<file path="src/rtl/mem_arbiter.sv">
// Two-master memory arbiter: instruction fetch and data ports share one memory
// port, with round-robin tie-breaking and a per-grant timeout.
module mem_arbiter #(
  parameter int unsigned TIMEOUT = 16
) (
  input  logic        clk,
  input  logic        rst,
  input  logic        iReq,
  input  logic [31:0] iAddr,
  output logic        iAck,
  output logic [31:0] iRdata,
  output logic        iErr,
  input  logic        dReq,
  input  logic        dWe,
  input  logic [31:0] dAddr,
  input  logic [31:0] dWdata,
  input  logic [3:0]  dByteEn,
  output logic        dAck,
  output logic [31:0] dRdata,
  output logic        dErr,
  output logic        memValid,
  output logic        memWe,
  output logic [31:0] memAddr,
  output logic [31:0] memWdata,
  output logic [3:0]  memByteEn,
  input  logic [31:0] memRdata,
  input  logic        memReady
);

  localparam int unsigned CntW = $clog2(TIMEOUT + 1);

  typedef enum logic [1:0] {
    IDLE    = 2'd0,
    GRANT_I = 2'd1,
    GRANT_D = 2'd2
  } state_t;

  state_t         state;
  state_t         lastGrant;
  logic [CntW-1:0] waitCnt;

  logic iReqEff;
  logic dReqEff;
  logic pickI;
  logic pickD;
  logic timeoutHit;
  logic doneNow;

  // A requester still holds req during its own ack cycle, so mask it there.
  assign iReqEff    = iReq & ~iAck;
  assign dReqEff    = dReq & ~dAck;
  assign pickI      = iReqEff & (~dReqEff | (lastGrant == GRANT_D));
  assign pickD      = dReqEff & ~pickI;
  assign timeoutHit = (waitCnt == CntW'(TIMEOUT - 1));
  assign doneNow    = memReady | timeoutHit;

  always_ff @(posedge clk) begin
    if (rst) begin
      state     <= IDLE;
      lastGrant <= GRANT_D;
      waitCnt   <= '0;
      iAck      <= 1'b0;
      iErr      <= 1'b0;
      iRdata    <= '0;
      dAck      <= 1'b0;
      dErr      <= 1'b0;
      dRdata    <= '0;
      memValid  <= 1'b0;
      memWe     <= 1'b0;
      memAddr   <= '0;
      memWdata  <= '0;
      memByteEn <= '0;
    end else begin
      iAck <= 1'b0;
      dAck <= 1'b0;
      iErr <= 1'b0;
      dErr <= 1'b0;
      unique case (state)
        IDLE: begin
          waitCnt <= '0;
          if (pickI) begin
            state     <= GRANT_I;
            memValid  <= 1'b1;
            memWe     <= 1'b0;
            memAddr   <= iAddr;
            memWdata  <= '0;
            memByteEn <= 4'b1111;
          end else if (pickD) begin
            state     <= GRANT_D;
            memValid  <= 1'b1;
            memWe     <= dWe;
            memAddr   <= dAddr;
            memWdata  <= dWdata;
            memByteEn <= dByteEn;
          end
        end
        GRANT_I, GRANT_D: begin
          if (doneNow) begin
            // memReady has priority over a coincident timeout.
            state     <= IDLE;
            memValid  <= 1'b0;
            memWe     <= 1'b0;
            waitCnt   <= '0;
            lastGrant <= state;
            if (state == GRANT_I) begin
              iAck   <= 1'b1;
              iErr   <= ~memReady;
              iRdata <= memReady ? memRdata : 32'h0;
            end else begin
              dAck <= 1'b1;
              dErr <= ~memReady;
              if (!memReady) begin
                dRdata <= 32'h0;
              end else if (!memWe) begin
                dRdata <= memRdata;
              end
            end
          end else begin
            waitCnt <= waitCnt + CntW'(1);
          end
        end
        default: begin
          state    <= IDLE;
          memValid <= 1'b0;
        end
      endcase
    end
  end

endmodule

</file>
<file path="config.mk">
export PLATFORM = sky130hd
export DESIGN_NAME = mem_arbiter
export DESIGN_NICKNAME = d
export VERILOG_FILES = /design/src/rtl/mem_arbiter.sv
export SDC_FILE = /design/constraint.sdc
export NUM_CORES = 1
export LEC_CHECK = 0
export CAP_MARGIN = 10
export CORE_AREA = 2 2 113 142
export DETAILED_ROUTE_END_ITERATION = 8
export DIE_AREA = 0 0 115 144
export PLACE_DENSITY = 0.88
export SYNTH_ARGS = -nofsm -noshare
export SYNTH_HDL_FRONTEND = slang
export SYNTH_SLANG_ARGS = --single-unit
</file>
<file path="constraint.sdc">
create_clock -name clk -period 1.6 [get_ports clk]
set_input_delay 0.24 -clock clk [delete_from_list [all_inputs] [get_ports clk]]
set_output_delay 0.24 -clock clk [all_outputs]
set_load 0.1 [all_outputs]
</file>
==> Word level (Yosys, flattened, before mapping) <==
Cells that the tools add are included.
{ "word_totals": {"mem_bits_ro": 0, "latchBits": 0, "ramBits": 0, "reg_bits": 147, "memories": 0, "wordCells": 73} }
{ "classes": {"reduce_logical": 13, "order_cmp": 0, "bitwise": 14, "n_eq_ne": 7, "n_addsub": 1, "n_shift": 0, "mul": 0, "div_mod_pow": 0, "muxes": 24} }
{ "ops": {"columns": ["operator", "n"], "rows": [
  ["2-to-1 mux 32 bit", 7],
  ["one-hot mux 5 bit (2 select lines)", 1],
  ["2-to-1 mux 4 bit", 2],
  ["NOT 1 bit", 8],
  ["OR reduction 4 bit", 2],
  ["2-to-1 mux 1 bit", 7],
  ["2-to-1 mux 2 bit", 3],
  ["AND reduction 2 bit", 3],
  ["AND reduction 3 bit", 2],
  ["adder 5 x 1 -> 5 bit (second input constant)", 1],
  ["equality test 5 x 4 -> 1 bit (second input constant)", 1],
  ["2-to-1 mux 5 bit", 1],
  ["bitwise AND 1 bit", 4],
  ["equality test 2 bit (second input constant)", 2],
  ["inequality test 2 bit (second input constant)", 2],
  ["one-hot mux 1 bit (2 select lines)", 2],
  ["one-hot mux 2 bit (2 select lines)", 1],
  ["AND reduction 4 bit", 1],
  ["nonzero test 2 bit", 2],
  ["inequality test 3 bit (second input constant)", 1],
  ["OR reduction 3 bit", 1],
  ["equality test 2 x 1 -> 1 bit (second input constant)", 1],
  ["zero test 2 bit", 1],
  ["bitwise OR 1 bit", 2],
  ["OR reduction 2 bit", 1]
]} }

==> Longest topological paths before layout <==
Gate-level depths: netlist of the first run.
{ "logic_depth": {"ltp_word": 10, "ltp_mapped": 8} }

==> Worst setup path before layout of the first run <==
OpenSTA, ideal clock, no wires.
{ "synth_timing": {"path_type": "register to register", "from": "register iAck", "to": "register memAddr[13]", "path_stages_with_launch": 7, "setup_ps": 75, "slack_ps": -432, "t_required_ps": 1525, "arrival_time_ps": 1957, "period_less_slack_ps": 2032, "path_buffers": 2, "cell_sequence": "dfxtp_1 > nand2b_1 > buf_2 > a21o_1 > buf_1 > nand2_1 > a31oi_1"} }
{ "synth_between": {"elab_chain_cells": 7} }
{ "synth_lines": {"columns": ["element", "line_no", "rtl"], "rows": [
  ["start, declared", "10", "output logic iAck,"],
  ["start signal, assigned", "62", "iAck <= 1'b0;"],
  ["start signal, assigned", "74", "iAck <= 1'b0;"],
  ["start signal, assigned", "106", "iAck <= 1'b1;"],
  ["NOT 1 bit (*)", "50", "assign iReqEff = iReq & ~iAck;"],
  ["bitwise AND 1 bit (*)", "50", null],
  ["bitwise AND 1 bit (*)", "52", "assign pickI = iReqEff & (~dReqEff | (lastGrant == GRANT_D));"],
  ["NOT 1 bit", "53", "assign pickD = dReqEff & ~pickI;"],
  ["bitwise AND 1 bit", "53", null],
  ["nonzero test 2 bit (no source line)", null, null],
  ["AND reduction 2 bit (no source line)", null, null],
  ["end signal, assigned", "85", "memAddr <= iAddr;"],
  ["end signal, assigned", "92", "memAddr <= dAddr;"],
  ["end, declared", "23", "output logic [31:0] memAddr,"]
]} }
Every way passes the cells marked *; elsewhere a longest branch is shown, timed or not.
A chain may end at the register's enable or synchronous reset.

==> Worst setup path after layout of the first run <==
{ "layout_timing": {"from": "register waitCnt[0]", "to": "register dRdata[11]"} }
{ "layout_between": {"elab_chain_cells": 3} }
{ "layout_lines": {"columns": ["element", "line_no", "rtl"], "rows": [
  ["start, declared", "40", "logic [CntW-1:0] waitCnt;"],
  ["start signal, assigned", "119", "waitCnt <= waitCnt + CntW'(1);"],
  ["equality test 5 x 4 -> 1 bit", "54", "assign timeoutHit = (waitCnt == CntW'(TIMEOUT - 1));"],
  ["bitwise OR 1 bit", "55", "assign doneNow = memReady | timeoutHit;"],
  ["AND reduction 4 bit (no source line)", null, null],
  ["end signal, assigned", "115", "dRdata <= memRdata;"],
  ["end, declared", "19", "output logic [31:0] dRdata,"]
]} }
No other way between the ends.

==> results.cfg, run 1 <==
[run_status]
status = finished, violations left
violations = setup timing

[power_and_ir_drop]
peakVddDrop_v = 0.000651
power_density_nw_per_um2 = 1170
p_leak_nw = 4.27

[clock_network]
clk_latency_ns = 0.42
cts_tree = done
path_clk_slew_ns = 0.07
htree_levels = 4
cts_root_buf = clkbuf_16
cts_buffer_depth = 2
numClockSinks = 147
holdBufCountCts = 0
cts_buffers = 17

[drt]
via_per_inst = 5.39
antenna_left = 0
drtPass1Iterations = 4
vias = 5894
wirelength_um = 21800
wire_per_inst_um = 19.9
drc = 0
drt_iter0_drc = 410

[setup_path]
start_kind = flip-flop
path_class = reg2reg
r2r-end = dRdata[11]
reg2reg_slack_ns = -0.26
path_max_fanout = 8
cp_data_required_time_ns = 1.95
rr_worst_depth = 9
cp_data_arrival_time_ns = 2.21
cp-end-kind = flip-flop
r2r-start = waitCnt[0]

[yosys]
yosysTopAreaCell = dfxtp_1
synth_top_family_by_area = compound AO/OA/AOI/OAI gates
synth-xor-area-share_pct = 0.487
yosys-top-cells-area = dfxtp_1 (55%), nand2_1 (6.9%), a22o_1 (5.2%)
synth_warnings = 0
synth_cell_types = 44
synthesis.area_um2 = 5390
synthSimpleGateAreaFrac_pct = 15.7
synthMuxAreaShare_pct = 0.186
synth_top_area_share_pct = 54.6
syn-num-nets = 739
synth_compound_area_share_pct = 22.9
ys_seq_area_share_pct = 54.6
synth_cells = 595
synthFlopType = dfxtp_1
synthArstFlopShare_pct = 0
ys_seq_elements = 147
synth_edf_count = 0
synth_fa_ha_area_share_pct = 1.39
postSynthAreaPerCell_um2 = 9.06

[timing]
slew_violations = 0
timing.final.crit_share_pct = 116
finClkSkew_ns = 0.00888
rsz0062_at_grt = yes
finalSetupViolations = 76
worst_slew_pin_slew_ns = 0.462
finalCriticalPeriod_ns = 1.86
finalHoldViolations = 0
relSlewSlack_pct = 69.2
setup_ws_ns = -0.261
fmax_ghz = 0.537

[floorplanning]
start_util_pct = 35.2
rows = 51
io_pins = 276
die_x_um = 115
die-height_um = 144
core_area_um2 = 15300
fp.dieArea_um2 = 16600

[finish]
drive_gt1_share_pct = 34.0
area_growth_pct = 108
mostFrequentLayoutCell = buf_12
utilization_pct = 73.2
final_cell_mix = buf_12 (150), dfxtp_1 (141), clkdlybuf4s50_1 (136)
fin_nets = 1038

[hold_path]
min_to = lastGrant[0]
min_path_type = in2reg
hold_start = rst
hold_depth = 2

[global_routing]
grt_pass1_vias = 5974
grt_max_degree = 65
grt_first_pass_wirelength_um = 30800
antenna_found_initial = 0
track_usage_pct = 23.9
overflow = 0

[placed_design]
gp_congestion = 0.808
place_ws_ns = -0.248
port_buffers = 275
dp_hpwl_um = 13500

[run]
maxCapViolCount = 0
==> cell type report <==
cell class                      count  area (um2)
Timing Repair Buffer              329        4840
Clock buffer                       18         429
Multi-Input combinational cell    394        2590
Inverter                            5        18.8
Tap cell                          185         231
Clock inverter                     14         136
Antenna cell                        1        2.50
Sequential cell                   147        2960
Fill cell                         924        4110
==> how the worst max path moves through the flow <==
stage                     cells past startpoint  slack (ns)       start          to
after floorplan                               8       -0.05  waitCnt[1]  dRdata[30]
after global placement                        6       -0.17        iReq       memWe
after detailed placement                      8       -0.25  waitCnt[1]   dRdata[7]
after CTS                                     9       -0.18  waitCnt[0]  dRdata[12]
after global routing                          8       -0.31    state[1]  dRdata[11]
final                                         9       -0.26  waitCnt[0]  dRdata[11]
==> what timing repair did <==
item	in CTS	in global routing
setup endpoints to repair	72	115
cloned	5	2
gates resized for setup	36	58
setup buffers	10	5
pin swaps	22	34
==> per-stage QoR <==
step	hold slack, ns	total power, mW	area (um2)	setup TNS [ns]	cells
6_report	0.0964	13.1	11200	-12.11	1093
3_3_place_gp	0.459	8.81	9960	-10.78	1040
3_5_place_dp	0.474	8.90	9960	-15.64	1040
2_1_floorplan	0.366	6.90	5450	-1.43	595
5_1_grt	0.0922	13.5	11200	-16.41	1092
4_1_cts	0.0898	12.9	10900	-8.69	1087
==> kinds of logic after synthesis <==
group / count (synthesis)
AND/OR/NAND/NOR: 200
AO/OA/AOI/OAI: 184
flip-flops: 147
buffers and inverters: 54
adder cells (fa/ha/maj): 6
XOR/XNOR: 3
multiplexers: 1
==> layer usage <==
metal	wire length, um	track usage, %	part of all wire (%)
met5	0	0	0
met4	937	11.6	4.3
met3	1630	6.41	7.5
met2	11800	44.0	54
met1	7370	24.9	34
==> flip-flops by register name, summed over array words and instances, names as in the netlist <==
register,cells
iRdata,32
iErr,1
memAddr,32
memWe,1
memByteEn,4
dAck,1
memWdata,32
dRdata,32
state,2
waitCnt,5
iAck,1
lastGrant,2
dErr,1
memValid,1
==> critical path: stages (launching register included) <==
cell and delay (ns):
dfxtp_2 0.35, ha_4 0.13, and3_4 0.18, ha_4 0.15, nand2b_4 0.08, a211oi_4 0.25, buf_6 0.17, buf_12 0.16
nand3_2 0.12, a21oi_2 0.19
==> synth_stat cells, types with 2 or more instances <==
cell,instances
dfxtp_1,147
nand2_1,99
nor2_1,49
a21oi_1,37
nand3_1,35
a22o_1,32
a22oi_1,32
a31oi_1,32
buf_2,23
clkbuf_1,20
o21ai_1,19
o21ai_0,17
ha_1,6
inv_1,4
nand2b_1,4
o22ai_1,4
buf_1,3
buf_6,3
and3_1,2
nor3_1,2
xor2_1,2
==> power breakdown <==
part | total, mW | internal [mW] | leakage [nW] | switching (mW)
Sequential | 4.26 | 3.95 | 1.20 | 0.313
Clock | 3.85 | 2.06 | 0.275 | 1.79
Combinational | 4.94 | 1.93 | 2.79 | 3.01
Power figures use the tool's default switching activity.
==> run 2: changes to the inputs <==
--- a/config.mk
+++ b/config.mk
@@ -9,6 +9,7 @@
 export CORE_AREA = 2 2 113 142
 export DETAILED_ROUTE_END_ITERATION = 8
 export DIE_AREA = 0 0 115 144
+export HOLD_SLACK_MARGIN = 0.1
 export PLACE_DENSITY = 0.88
 export SYNTH_ARGS = -nofsm -noshare
 export SYNTH_HDL_FRONTEND = slang
==> results.cfg, run 2 (synthesis results as in run 1) <==
[setup_path]
path_max_fanout = 8
cp_data_arrival_time_ns = 2.21
path_class = reg2reg
start_kind = flip-flop
reg2reg_slack_ns = -0.26
r2r-end = dRdata[11]
cp_data_required_time_ns = 1.95
r2r-start = waitCnt[0]
rr_worst_depth = 9
cp-end-kind = flip-flop

[clock_network]
clk_latency_ns = 0.42
cts_buffers = 17
cts_tree = done
cts_buffer_depth = 2
path_clk_slew_ns = 0.07
htree_levels = 4
numClockSinks = 147
cts_root_buf = clkbuf_16

[global_routing]
grt_first_pass_wirelength_um = 30800
track_usage_pct = 23.9
overflow = 0
grt_pass1_vias = 5980
grt_max_degree = 65
antenna_found_initial = 0

[hold_path]
min_path_type = in2reg
min_to = memAddr[10]
hold_start = dAddr[10]
hold_depth = 3

[timing]
relSlewSlack_pct = 69.6
slew_violations = 0
finClkSkew_ns = 0.00873
finalSetupViolations = 76
fmax_ghz = 0.539
finalHoldViolations = 0
worst_slew_pin_slew_ns = 0.456
fin_tns_setup_ns = -11.85
timing.final.crit_share_pct = 116
finalCriticalPeriod_ns = 1.86
rsz0062_at_grt = yes
setup_ws_ns = -0.257

[finish]
final_cell_mix = buf_12 (150), dfxtp_1 (141), clkdlybuf4s50_1 (136)
mostFrequentLayoutCell = buf_12
instances_no_fill = 1094
utilization_pct = 73.2
drive_gt1_share_pct = 33.9
fin_nets = 1039
area_growth_pct = 108

[drt]
drc = 0
vias = 5884
antenna_left = 0
drtPass1Iterations = 4
wire_per_inst_um = 19.9
via_per_inst = 5.38
drt_iter0_drc = 372
wirelength_um = 21800

[floorplanning]
io_pins = 276
die-height_um = 144
fp.dieArea_um2 = 16600
core_area_um2 = 15300
rows = 51
start_util_pct = 35.2
die_x_um = 115

[power_and_ir_drop]
p_leak_nw = 4.27
peakVddDrop_v = 0.000651
p_total_mw = 13.1
power_density_nw_per_um2 = 1160

[placed_design]
port_buffers = 275
gp_congestion = 0.808
dp.cells = 1040
dp_hpwl_um = 13500

[run_status]
violations = setup timing
status = finished, violations left

[run]
maxCapViolCount = 0
## run 2: cell count changes in the layout (fill, tap and decap cells not counted)
cell,delta
dlygate4sd3_1,+1
## run 2: cell type report
cell class / instances / area, um2
sequential: 147 / 2960
antenna: 1 / 2.50
timing repair buffer: 330 / 4850
tap: 185 / 231
fill: 922 / 4100
multi-input combinational: 394 / 2590
inverter: 5 / 18.8
clock inverter: 14 / 136
clock buffer: 18 / 429
## run 2: how the worst max path moves through the flow
stage	start	end	slack, ns
after floorplan	waitCnt[1]	dRdata[30]	-0.05
after global routing	state[1]	dRdata[11]	-0.31
after global placement	iReq	memWe	-0.17
final	waitCnt[0]	dRdata[11]	-0.26
after CTS	waitCnt[0]	dRdata[12]	-0.18
after detailed placement	waitCnt[1]	dRdata[7]	-0.25
## run 2: power by group
part           switching, mW  internal (mW)  leakage [nW]
sequential             0.313           3.95          1.20
combinational           3.01           1.94          2.79
clock                   1.79           2.06         0.275
total                   5.11           7.95          4.27
## run 2: metrics by stage
| step | setup WS, ns | instance area (um2) | hold slack, ns |
|---|---|---|---|
| after global placement | -0.172 | 9960 | 0.459 |
| final | -0.257 | 11200 | 0.378 |
| after floorplan | -0.0481 | 5450 | 0.366 |
| after global routing | -0.315 | 11200 | 0.372 |
| after detailed placement | -0.248 | 9960 | 0.474 |
| after CTS | -0.185 | 10900 | 0.370 |
## run 2: per-layer routing
metal  wire length [um]  track usage (%)  vias to the layer above  part of all wire [%]
met5                  0                0                        -                     0
met4                916             11.5                        0                   4.2
met3               1520             6.54                       68                   7.0
met2              11800             44.0                      280                    54
met1               7500             24.9                     2825                    34
li1                   -                -                     2711                     -
## run 2: timing repair
action                                 4_1_cts  5_1_grt
pin swaps                                   22       36
resized for setup                           36       58
buffers inserted                            10        5
gates cloned                                 5        2
endpoints found under the hold margin        1        0
setup endpoints to repair                   72      115
hold buffers                                 1        0
## run 2: worst max-delay path: stages (launching register included)
cell and delay, ns:
dfxtp_2 0.35, ha_4 0.13, and3_4 0.18, ha_4 0.15, nand2b_4 0.08, a211oi_4 0.25
buf_6 0.17, buf_12 0.16, nand3_2 0.12, a21oi_2 0.19
==> run 3: changes to the inputs <==
--- a/config.mk
+++ b/config.mk
@@ -11,6 +11,7 @@
 export DIE_AREA = 0 0 115 144
 export HOLD_SLACK_MARGIN = 0.1
 export PLACE_DENSITY = 0.88
+export RECOVER_POWER = 100
 export SYNTH_ARGS = -nofsm -noshare
 export SYNTH_HDL_FRONTEND = slang
 export SYNTH_SLANG_ARGS = --single-unit
==> results.cfg, run 3 (synthesis results as in run 1) <==
[global_routing]
grt_max_degree = 65
grt_pass1_vias = 5980
antenna_found_initial = 0
grt_first_pass_wirelength_um = 30800
track_usage_pct = 23.9
overflow = 0

[timing]
setup_ws_ns = -0.260
timing.final.crit_share_pct = 116
worst_slew_pin_slew_ns = 0.555
finClkSkew_ns = 0.00972
finalHoldViolations = 0
rsz0062_at_grt = yes
finalCriticalPeriod_ns = 1.86
slew_violations = 0
fmax_ghz = 0.538
finalSetupViolations = 76
relSlewSlack_pct = 63.1

[power_and_ir_drop]
pwr-share-seq_pct = 33.9
combPwrFrac_pct = 34.2
power_density_nw_per_um2 = 1320
p_leak_nw = 3.84
swShare_pct = 41.0
p_total_mw = 12.1
clkPwrFrac_pct = 31.9
p_switching_mw = 4.96
peakVddDrop_v = 0.000640
p_int_mw = 7.14

[run_status]
status = finished, violations left
violations = setup timing

[clock_network]
htree_levels = 4
cts_tree = done
cts_root_buf = clkbuf_16
cts_buffers = 17
clk_latency_ns = 0.42
path_clk_slew_ns = 0.07
numClockSinks = 147
cts_buffer_depth = 2

[finish]
final_cell_mix = dfxtp_1 (141), clkdlybuf4s50_1 (136), buf_2 (118)
fin_nets = 1039
area_growth_pct = 70.1
mostFrequentLayoutCell = dfxtp_1
drive_gt1_share_pct = 33.9
fillers = 1180

[setup_path]
cp_data_arrival_time_ns = 2.21
cp_cell_sequence = ha_4 > and3_4 > ha_4 > nand2b_4 > a211oi_4 > buf_6 > buf_12 > nand3_2 > a21oi_2
rr_worst_depth = 9
cp_data_required_time_ns = 1.95
cp-end-kind = flip-flop
cp_slowest_cell = dfxtp_2
path_class = reg2reg
cp_common_cell = ha_4
start_kind = flip-flop
slowest_delay_ns = 0.35
path_max_fanout = 8

[placed_design]
port_buffers = 275
gp_congestion = 0.808
dp_hpwl_um = 13500
place_ws_ns = -0.248

[floorplanning]
fp.dieArea_um2 = 16600
rows = 51
io_pins = 276
die-height_um = 144
die_x_um = 115
core_area_um2 = 15300
start_util_pct = 35.2

[drt]
antenna_left = 0
wire_per_inst_um = 20.1
via_per_inst = 5.35
drt_iter0_drc = 376
drc = 0
wirelength_um = 22000
drtPass1Iterations = 4
vias = 5850

[hold_path]
hold_depth = 3
min_path_type = in2reg

[run]
maxCapViolCount = 0
## run 3: cell types whose count changed in the layout (fill, tap and decap cells not counted), sizes merged
cell    delta
clkbuf    +21
buf       -21
## run 3: timing repair
| action | 4_1_cts | 5_1_grt |
|---|---|---|
| hold endpoints to repair | 1 | 0 |
| endpoints found under the setup margin | 72 | 115 |
| hold buffers | 1 | 0 |
| cloned | 5 | 2 |
| resized for setup | 36 | 58 |
| buffers inserted | 10 | 5 |
| pin swaps | 22 | 36 |
## run 3: path summary, 6_finish.rpt
check | end | slack (ns) | start
worst min register to register | dRdata[19] | 0.45 | dRdata[19]
worst min-delay path | memAddr[4] | 0.38 | dAddr[4]
worst max-delay path | dRdata[11] | -0.26 | waitCnt[0]
worst max register to register | dRdata[11] | -0.26 | waitCnt[0]
## run 3: layout make-up
cell class,instances,area (um2),area share [%]
Clock inverter,14,136,1.49
Tap cell,185,231,2.52
Clock buffer,18,429,4.68
Timing Repair Buffer,330,2800,30.6
Sequential cell,147,2960,32.2
Inverter,5,18.8,0.205
Multi-Input combinational cell,394,2590,28.3
Antenna cell,1,2.50,0.0273
## run 3: power by group through the flow
stage          clock network, mW  registers (mW)  logic (mW)
2_1_floorplan                  0            6.11       0.787
3_3_place_gp                   0            4.31        4.50
3_5_place_dp                   0            4.33        4.57
4_1_cts                     3.89            4.25        4.77
5_1_grt                     4.09            4.13        4.29
6_report                    3.85            4.10        4.14
## run 3: stage by stage
| stage | hold WS (ns) | util, % | TNS (ns) | cell area [um2] | std cells |
|---|---|---|---|---|---|
| 2_1_floorplan | 0.366 | - | -1.43 | 5450 | 595 |
| 3_3_place_gp | 0.459 | 65.0 | -10.78 | 9960 | 1040 |
| 3_5_place_dp | 0.474 | 65.0 | -15.64 | 9960 | 1040 |
| 4_1_cts | 0.370 | 71.1 | -8.69 | 10900 | 1088 |
| 5_1_grt | 0.372 | 59.9 | -16.44 | 9170 | 1093 |
| 6_report | 0.380 | 59.9 | -11.96 | 9170 | 1094 |
## run 3: worst max-delay path, delay by kind of cell, from the launching register on
family	cells	cell delay, ns
flops	1	0.35
fa+ha+maj	2	0.28
simple gates	3	0.38
compound gates	2	0.44
buf+inv	2	0.33
## run 3: routing by layer
layer	part of all wire [%]	GRT usage, %	up-vias
li1	-	-	2712
met1	35	24.9	2791
met2	53	44.0	275
met3	6.9	6.54	72
met4	4.4	11.5	0
met5	0	0	-
